==> config.mk <==
export PLATFORM = sky130hd
export DESIGN_NAME = uart_rx_buf
export DESIGN_NICKNAME = d
export VERILOG_FILES = /design/src/rtl/uart_rx_buf_pkg.sv /design/src/rtl/uart_rx_buf_fifo.sv /design/src/rtl/uart_rx_buf.sv
export SDC_FILE = /design/constraint.sdc
export NUM_CORES = 1
export LEC_CHECK = 0
export ABC_AREA = 1
export ABC_CLOCK_PERIOD_IN_PS = 2500
export BUFFER_PORTS_ARGS = -buffer_cell sky130_fd_sc_hd__buf_2
export CAP_MARGIN = 25
export CORE_MARGIN = 1
export CORE_UTILIZATION = 55
export CTS_CLUSTER_SIZE = 28
export DETAILED_ROUTE_END_ITERATION = 6
export PLACE_DENSITY = 0.69
export SETUP_SLACK_MARGIN = 0.5
export SLEW_MARGIN = 5
export SYNTH_ARGS = -nofsm -noshare
export SYNTH_HDL_FRONTEND = slang
export SYNTH_HIERARCHICAL = 1
export SYNTH_SLANG_ARGS = --single-unit
==> constraint.sdc <==
create_clock -name clk -period 2.5 [get_ports clk]
set_input_delay 0.5 -clock clk [delete_from_list [all_inputs] [get_ports clk]]
set_output_delay 0.5 -clock clk [all_outputs]
set_load 0.02 [all_outputs]
==> src/rtl/uart_rx_buf_pkg.sv <==
// uart_rx_buf_pkg: receiver FSM states and bit-timing derivation shared by the UART buffer
package uart_rx_buf_pkg;
  typedef enum logic [2:0] {IDLE, START, DATA, STOP, WAIT_IDLE} state_e;
  function automatic int bit_ticks(input int clk_freq, input int baud);
    return clk_freq / baud;
  endfunction
  function automatic int half_ticks(input int clk_freq, input int baud);
    return bit_ticks(clk_freq, baud) / 2;
  endfunction
endpackage

==> src/rtl/uart_rx_buf_fifo.sv <==
// rx_fifo: first-word fall-through byte FIFO with wrap-bit pointers
module rx_fifo #(
  parameter int ADDR_WIDTH = 4
) (
  input  logic       clk,
  input  logic       rst,
  input  logic       push,
  input  logic       pop,
  input  logic [7:0] din,
  output logic [7:0] dout,
  output logic       empty,
  output logic       full
);
  localparam int DEPTH = 1 << ADDR_WIDTH;
  logic [7:0] mem_q [DEPTH];
  logic [ADDR_WIDTH:0] wp_q, rp_q;
  logic wr, rd;
  always_comb begin
    empty = wp_q == rp_q;
    full  = (wp_q[ADDR_WIDTH] != rp_q[ADDR_WIDTH]) && (wp_q[ADDR_WIDTH-1:0] == rp_q[ADDR_WIDTH-1:0]);
    rd    = pop && !empty;
    // a pop frees the slot in the same cycle, so a full FIFO still accepts a push alongside it
    wr    = push && (!full || rd);
    dout  = mem_q[rp_q[ADDR_WIDTH-1:0]];
  end
  always_ff @(posedge clk) begin
    if (rst) begin
      wp_q <= '0;
      rp_q <= '0;
    end else begin
      wp_q <= wp_q + {{ADDR_WIDTH{1'b0}}, wr};
      rp_q <= rp_q + {{ADDR_WIDTH{1'b0}}, rd};
    end
  end
  always_ff @(posedge clk) if (wr) mem_q[wp_q[ADDR_WIDTH-1:0]] <= din;
endmodule

==> src/rtl/uart_rx_buf.sv <==
// uart_rx_buf: 8N1 UART receiver feeding a byte FIFO with sticky overflow and frame-error pulse
module uart_rx_buf
  import uart_rx_buf_pkg::*;
#(
  parameter int CLK_FREQ        = 50_000_000,
  parameter int BAUD_RATE       = 9600,
  parameter int FIFO_ADDR_WIDTH = 4
) (
  input  logic       clk,
  input  logic       rst,
  input  logic       uart_rx,
  input  logic       rd_en,
  output logic [7:0] dout,
  output logic       empty,
  output logic       full,
  output logic       overflow,
  input  logic       ovf_clr,
  output logic       frame_err
);
  localparam int BT = bit_ticks(CLK_FREQ, BAUD_RATE);
  localparam int HT = half_ticks(CLK_FREQ, BAUD_RATE);
  localparam int CW = $clog2(BT);
  localparam logic [CW-1:0] BIT_M1  = CW'(BT - 1);
  localparam logic [CW-1:0] HALF_M1 = CW'(HT - 1);
  state_e state_q, state_d;
  logic [CW-1:0] cnt_q, cnt_d;
  logic [2:0] bit_q, bit_d;
  logic [7:0] sh_q, sh_d;
  logic [1:0] sync_q;
  logic ferr_q, ferr_d, ovf_q, ovf_d;
  logic rx_s, tick, push;
  assign rx_s = sync_q[1];
  assign tick = cnt_q == '0;
  always_ff @(posedge clk) begin
    if (rst) begin
      state_q <= IDLE;
      cnt_q   <= '0;
      bit_q   <= '0;
      sh_q    <= '0;
      sync_q  <= 2'b11;
      ferr_q  <= 1'b0;
      ovf_q   <= 1'b0;
    end else begin
      state_q <= state_d;
      cnt_q   <= cnt_d;
      bit_q   <= bit_d;
      sh_q    <= sh_d;
      sync_q  <= {sync_q[0], uart_rx};
      ferr_q  <= ferr_d;
      ovf_q   <= ovf_d;
    end
  end
  always_comb begin
    state_d = state_q;
    case (state_q)
      IDLE:      state_d = rx_s ? IDLE : START;
      START:     if (tick) state_d = rx_s ? IDLE : DATA;
      DATA:      if (tick && bit_q == 3'd7) state_d = STOP;
      STOP:      if (tick) state_d = rx_s ? IDLE : WAIT_IDLE;
      WAIT_IDLE: if (rx_s) state_d = IDLE;
      default:   state_d = IDLE;
    endcase
  end
  // IDLE keeps the half-bit count preloaded so START times out at mid start bit
  always_comb begin
    cnt_d  = (state_q == IDLE) ? HALF_M1 : tick ? BIT_M1 : cnt_q - CW'(1);
    bit_d  = (state_q != DATA) ? 3'd0 : tick ? bit_q + 3'd1 : bit_q;
    sh_d   = (state_q == DATA && tick) ? {rx_s, sh_q[7:1]} : sh_q;
    push   = state_q == STOP && tick && rx_s;
    ferr_d = state_q == STOP && tick && !rx_s;
    ovf_d  = (push && full && !rd_en) || (ovf_q && !ovf_clr);
  end
  assign overflow  = ovf_q;
  assign frame_err = ferr_q;
  rx_fifo #(.ADDR_WIDTH(FIFO_ADDR_WIDTH)) u_fifo (
    .clk  (clk),
    .rst  (rst),
    .push (push),
    .pop  (rd_en),
    .din  (sh_d),
    .dout (dout),
    .empty(empty),
    .full (full)
  );
endmodule

Word level (Yosys, flattened, before mapping)
Memory sizes are Yosys's and may differ from the RTL's. A register that Yosys moved wholly into a read port is not among the register bits.
Cells that the tools add are included.
{"block": "totals", "ff_bits": 41, "ramBits": 128, "out_inout_bits": 12, "word_cells": 67, "memories": 1}
{"block": "classes", "n_addsub": 4, "eq_ne": 13, "muxes": 14, "n_reduce_logical": 24}
{"name": "u_fifo.mem_q", "words": 16, "width": 8, "read_ports": 1, "rd_ports_with_merged_regs": 1, "write_ports": 1, "line_no": "uart_rx_buf_fifo.sv:15", "text": "logic [7:0] mem_q [DEPTH];"}
{"cell": "$mux W3", "count": 5}
{"cell": "$pmux W3 S5", "count": 1}
{"cell": "$logic_not A13 Y1", "count": 1}
{"cell": "$mux W13", "count": 1}
{"cell": "$sub A13 B1 Y13 const B", "count": 1}
{"cell": "$mux W12", "count": 1}
{"cell": "$logic_and A1 B1 Y1", "count": 11}
{"cell": "$add A5 B1 Y5", "count": 2}
{"cell": "$mux W8", "count": 1}
{"cell": "$ne A2 B2 Y1 const B", "count": 4}
{"cell": "$eq A3 B2 Y1 const B", "count": 2}
{"cell": "$eq A3 B3 Y1 const B", "count": 2}
{"cell": "$eq A5 B5 Y1", "count": 1}
{"cell": "$logic_not A1 Y1", "count": 5}
{"cell": "$eq A4 B4 Y1", "count": 1}
{"cell": "$mux W4", "count": 1}
{"cell": "$reduce_and A4 Y1", "count": 1}
{"cell": "$reduce_or A2 Y1", "count": 2}
{"cell": "$add A3 B1 Y3 const B", "count": 1}
{"cell": "$eq A3 B1 Y1 const B", "count": 1}
{"cell": "$logic_not A3 Y1", "count": 1}
{"cell": "$mux W1", "count": 3}
{"cell": "$ne A3 B2 Y1 const B", "count": 1}
{"cell": "$reduce_or A3 Y1", "count": 1}
{"cell": "3 further kinds", "count": 4}

Longest topological paths before layout
{"block": "depth", "ltp_word": 7, "mapped_depth": 14, "mapped_depth_nobuf": 13}

By module
The synthesis kept the hierarchy.
{"module": "rx_fifo", "n_inst": 1, "cells_per_inst": 544, "area_each_um2": 5803.1, "seq_area_each_um2": 4043.9}
{"module": "uart_rx_buf", "n_inst": 1, "cells_per_inst": 201, "area_each_um2": 1486.4, "seq_area_each_um2": 620.6}

Worst setup path after synthesis
No wires, ideal clock.
{"block": "synth_timing", "path_type": "reg-to-reg", "from": "register cnt_q[0]", "to": "register u_fifo.wp_q[4]", "setup_time_ns": 0.070, "t_arrival_ns": 2.117, "t_required_ns": 2.430, "slack_ns": 0.312, "path_stages_with_launch": 15, "path_cell_list": "dfxtp_1 -> inv_1 -> ha_1 -> nand2_4 -> nor2_8 -> nand2_8 -> nor2_2 -> nand2_2 -> buf_6 -> inv_2 -> ha_1 -> ha_1 -> nand2_1 -> or2_2 -> a21oi_1"}
{"block": "synth_via", "elab_chain_cells": 5}
{"item": "start: declaration", "line_no": "uart_rx_buf.sv:26", "text": "logic [CW-1:0] cnt_q, cnt_d;"}
{"item": "start signal: assignment", "line_no": "uart_rx_buf.sv:45", "text": "cnt_q <= cnt_d;"}
{"item": "$logic_not A13 Y1", "line_no": "uart_rx_buf.sv:33", "text": "assign tick = cnt_q == '0;"}
{"item": "$logic_and A1 B1 Y1 (2 in series)", "line_no": "uart_rx_buf.sv:69", "text": "push = state_q == STOP && tick && rx_s;"}
{"item": "net push", "line_no": "uart_rx_buf.sv:31", "text": "logic rx_s, tick, push;"}
{"item": "$logic_and A1 B1 Y1", "line_no": "uart_rx_buf_fifo.sv:23", "text": "wr = push && (!full || rd);"}
{"item": "$add A5 B1 Y5", "line_no": "uart_rx_buf_fifo.sv:31", "text": "wp_q <= wp_q + {{ADDR_WIDTH{1'b0}}, wr};"}
{"item": "end signal: assignment", "line_no": "uart_rx_buf_fifo.sv:31"}
{"item": "end: declaration", "line_no": "uart_rx_buf_fifo.sv:16", "text": "logic [ADDR_WIDTH:0] wp_q, rp_q;"}
The timed path passes the listed nets, and every way through them passes these cells.
A chain may end at the register's enable or synchronous reset.

==> reports/metrics.cfg <==
[sta]
finClkSkew_ps=7.97
drv_slew=0
worstMarginPinSlew_ps=572
fmax_mhz=410
relSlewSlack_pct=61.9
rsz0062_at_grt=true
fin_crit_sh_pct=97.5
hold_viol=0
whs_ps=251
fin_tns_setup_ps=0
min_period_ps=2440
setup_viol=0

[global_route]
grt_usage_pct=27.4
top_usage_layer=met2
met2_usage_pct=45.4
grt_max_degree=35
grt_pass1_wl_mm=26.9
antenna_found_initial=0
use_met1_pct=35.8
grt_pass1_vias=5164
grt-ovfl-total=0
grtUsageMet3_pct=5.97

[power]
power.switching_mw=1.65
p_leak_nw=3.57
swShare_pct=24.4
seqPwrFrac_pct=46.5
power_frac_comb_pct=10.7
internal-power_mw=5.11
powerDensity_nw_per_um2=729
vdd_ir_drop_max_v=0.000519
clock_power_share_pct=42.8

[worst_setup_path]
r2r_start=u_fifo/rp_q[0]$_SDFF_PP0_
crit_type=reg -> out
cp.required_ps=2000
critPathLaunch=u_fifo/rp_q[1]$_SDFF_PP0_
crit_arrival_ps=1940
cp_max_fo=32
max_stage_delay_ps=370
end_kind=output pin
startpoint_type=flop
cp_slowest_cell=dfxtp_2
cp_cell_sequence=inv_2 > buf_6 > nor2_1 > o21ai_0 > nand3_1 > nand3_1 > nand2_1 > buf_6

[synth]
ys_types=32
yosysMostFrequentCell=nor2_1
syn_area_um2=7290
yosysWarnings=6
syn_avg_cell_area_um2=9.78
ys_ff_latch=169
async_flop_share_pct=0
synth_top_area_cell=edfxtp_1
ys.flop_type=edfxtp_1
synth_common_cells=181 x nor2_1, 136 x nand2_1, 128 x edfxtp_1, 70 x o21ai_0, 46 x inv_1
synth_area_leaders=edfxtp_1 53%, dfxtp_1 11%, nor2_1 9.3%
synthCells=745
synth_nets=757
synth_edf_count=128
synth_seq_area_share_pct=64.0
synth.top_cell.area_share_pct=52.7

[detailed_routing]
ant_nets=0
wirelength_mm=18.4
drt_first_pass_iters=7
drcViolationCount=0
drt_iter0_drc=715
via_count=5573
wl_per_cell_um=18.5
via_per_inst=5.58

[hold_path]
hold_class=in -> reg
min_from=uart_rx

[clock_tree]
insertion_delay_ps=430
ctsHtreeMaxLevel=4
clk_pin_slew_ps=60
cts_root_buf=clkbuf_16
cts_hold_buf=0
clock_sinks=169
cts_tree=done
clockBufferDepth=2
cts_buffers=17

[place]
dp_hpwl_mm=10.7
numPortBuffers=16
gp_congestion=0.892

[floorplan]
rows=41
dieArea_um2=13700
dieHeight_um=117
ios=17
start_util_pct=57.1
die_w_um=117
fp.coreArea_um2=12800

[job]
cap_violations=0

[final_layout]
nets=825
finalCoreUtilization_pct=72.6
diodes=0
fillCellCount=857
drive_above_1_share_pct=24.9
area_growth_pct=27.2

[run_status]
status=finished, final reports clean

state kept, by name, indices dropped and copies added (netlist names):
signal and flops:
bit_q 3, cnt_q 13, frame_err 1, overflow 1, u_fifo/rp_q 5, sh_q 8, sync_q 2, u_fifo/mem_q 128
u_fifo/wp_q 5, state_q 3
area by class of cell:
type                       instances  area (um2)  area share [%]
sequential                       169        4670            50.4
multi-input combinational        496        2630            28.4
timing repair buffer              77         886            9.56
clock buffer                      18         439            4.74
clock inverter                    14         221            2.39
tap                              172         215            2.32
inverter                          52         209            2.25
routing by layer:
metal  routed length (um)  vias to the layer above
met5                    0                        -
met4                  372                        0
met3                 1470                       35
met2                 9170                      241
met1                 7420                     2680
li1                     -                     2617
power by group through the flow:
stage | clock network [mW] | logic, mW | registers [mW]
floorplan | 0 | 0.556 | 3.18
global placement | 0 | 0.640 | 3.19
detailed placement | 0 | 0.674 | 3.20
CTS | 2.91 | 0.694 | 3.14
global route | 3.01 | 0.800 | 3.15
finish | 2.90 | 0.723 | 3.14
what timing repair did:
action                     4_1_cts  5_1_grt
setup buffers                    9       16
cloned                           3        4
gates resized for setup         56      124
setup endpoints to repair       37      233
pin swaps                       10       30
worst paths after layout:
check	endpoint	slack, ps	cells after the start
min	sync_q[0]$_SDFF_PP1_	250	2
max	dout[1]	60	8
max reg2reg	u_fifo/wp_q[4]$_SDFF_PP0_	190	15
min reg2reg	sync_q[1]$_SDFF_PP1_	410	1
logic make-up after synthesis:
| kind of cell | Yosys count | synth area share [%] |
|---|---|---|
| AOI/OAI and AO/OA | 102 | 7.35 |
| xor gates and xnor gates | 5 | 0.601 |
| DFF | 169 | 64.0 |
| adders and majority gates | 7 | 1.20 |
| and+or+nand+nor | 381 | 22.0 |
| buffers and inverters | 81 | 4.86 |
through the flow:
stage | setup slack, ps | instance area, um2 | power (mW) | instances
after floorplan | 514 | 7340 | 3.73 | 745
after CTS | 134 | 8640 | 6.73 | 978
after detailed placement | 279 | 7710 | 3.87 | 934
after global routing | 14.9 | 9270 | 6.96 | 998
after global placement | 310 | 7710 | 3.83 | 934
final | 63.0 | 9270 | 6.76 | 998
critical path, delay by kind of cell, from the launching register on:
family                 cells  cell delay (ps)
DFF                        1              370
buffers and inverters      3              460
AOI/OAI and AO/OA          1              160
and+or+nand+nor            4              470
placed cells by master (no fill, tap or decap), drive strengths merged:
| cell | instances |
|---|---|
| buf | 74 |
| bufinv | 5 |
| nand4 | 3 |
| o21bai | 2 |
| inv | 52 |
| a21oi | 27 |
| clkbuf | 21 |
| nand3b | 1 |
| edfxtp | 128 |
| dfxtp | 41 |
| clkinvlp | 4 |
| nand2 | 141 |
| clkinv | 5 |
| nand3 | 41 |
| nor2 | 188 |
| o21ai | 70 |
| nor3 | 3 |
| ha | 7 |
| a31oi | 2 |
| xnor2 | 5 |
| or2 | 5 |
| o31ai | 1 |
Power figures use the tool's default switching activity.
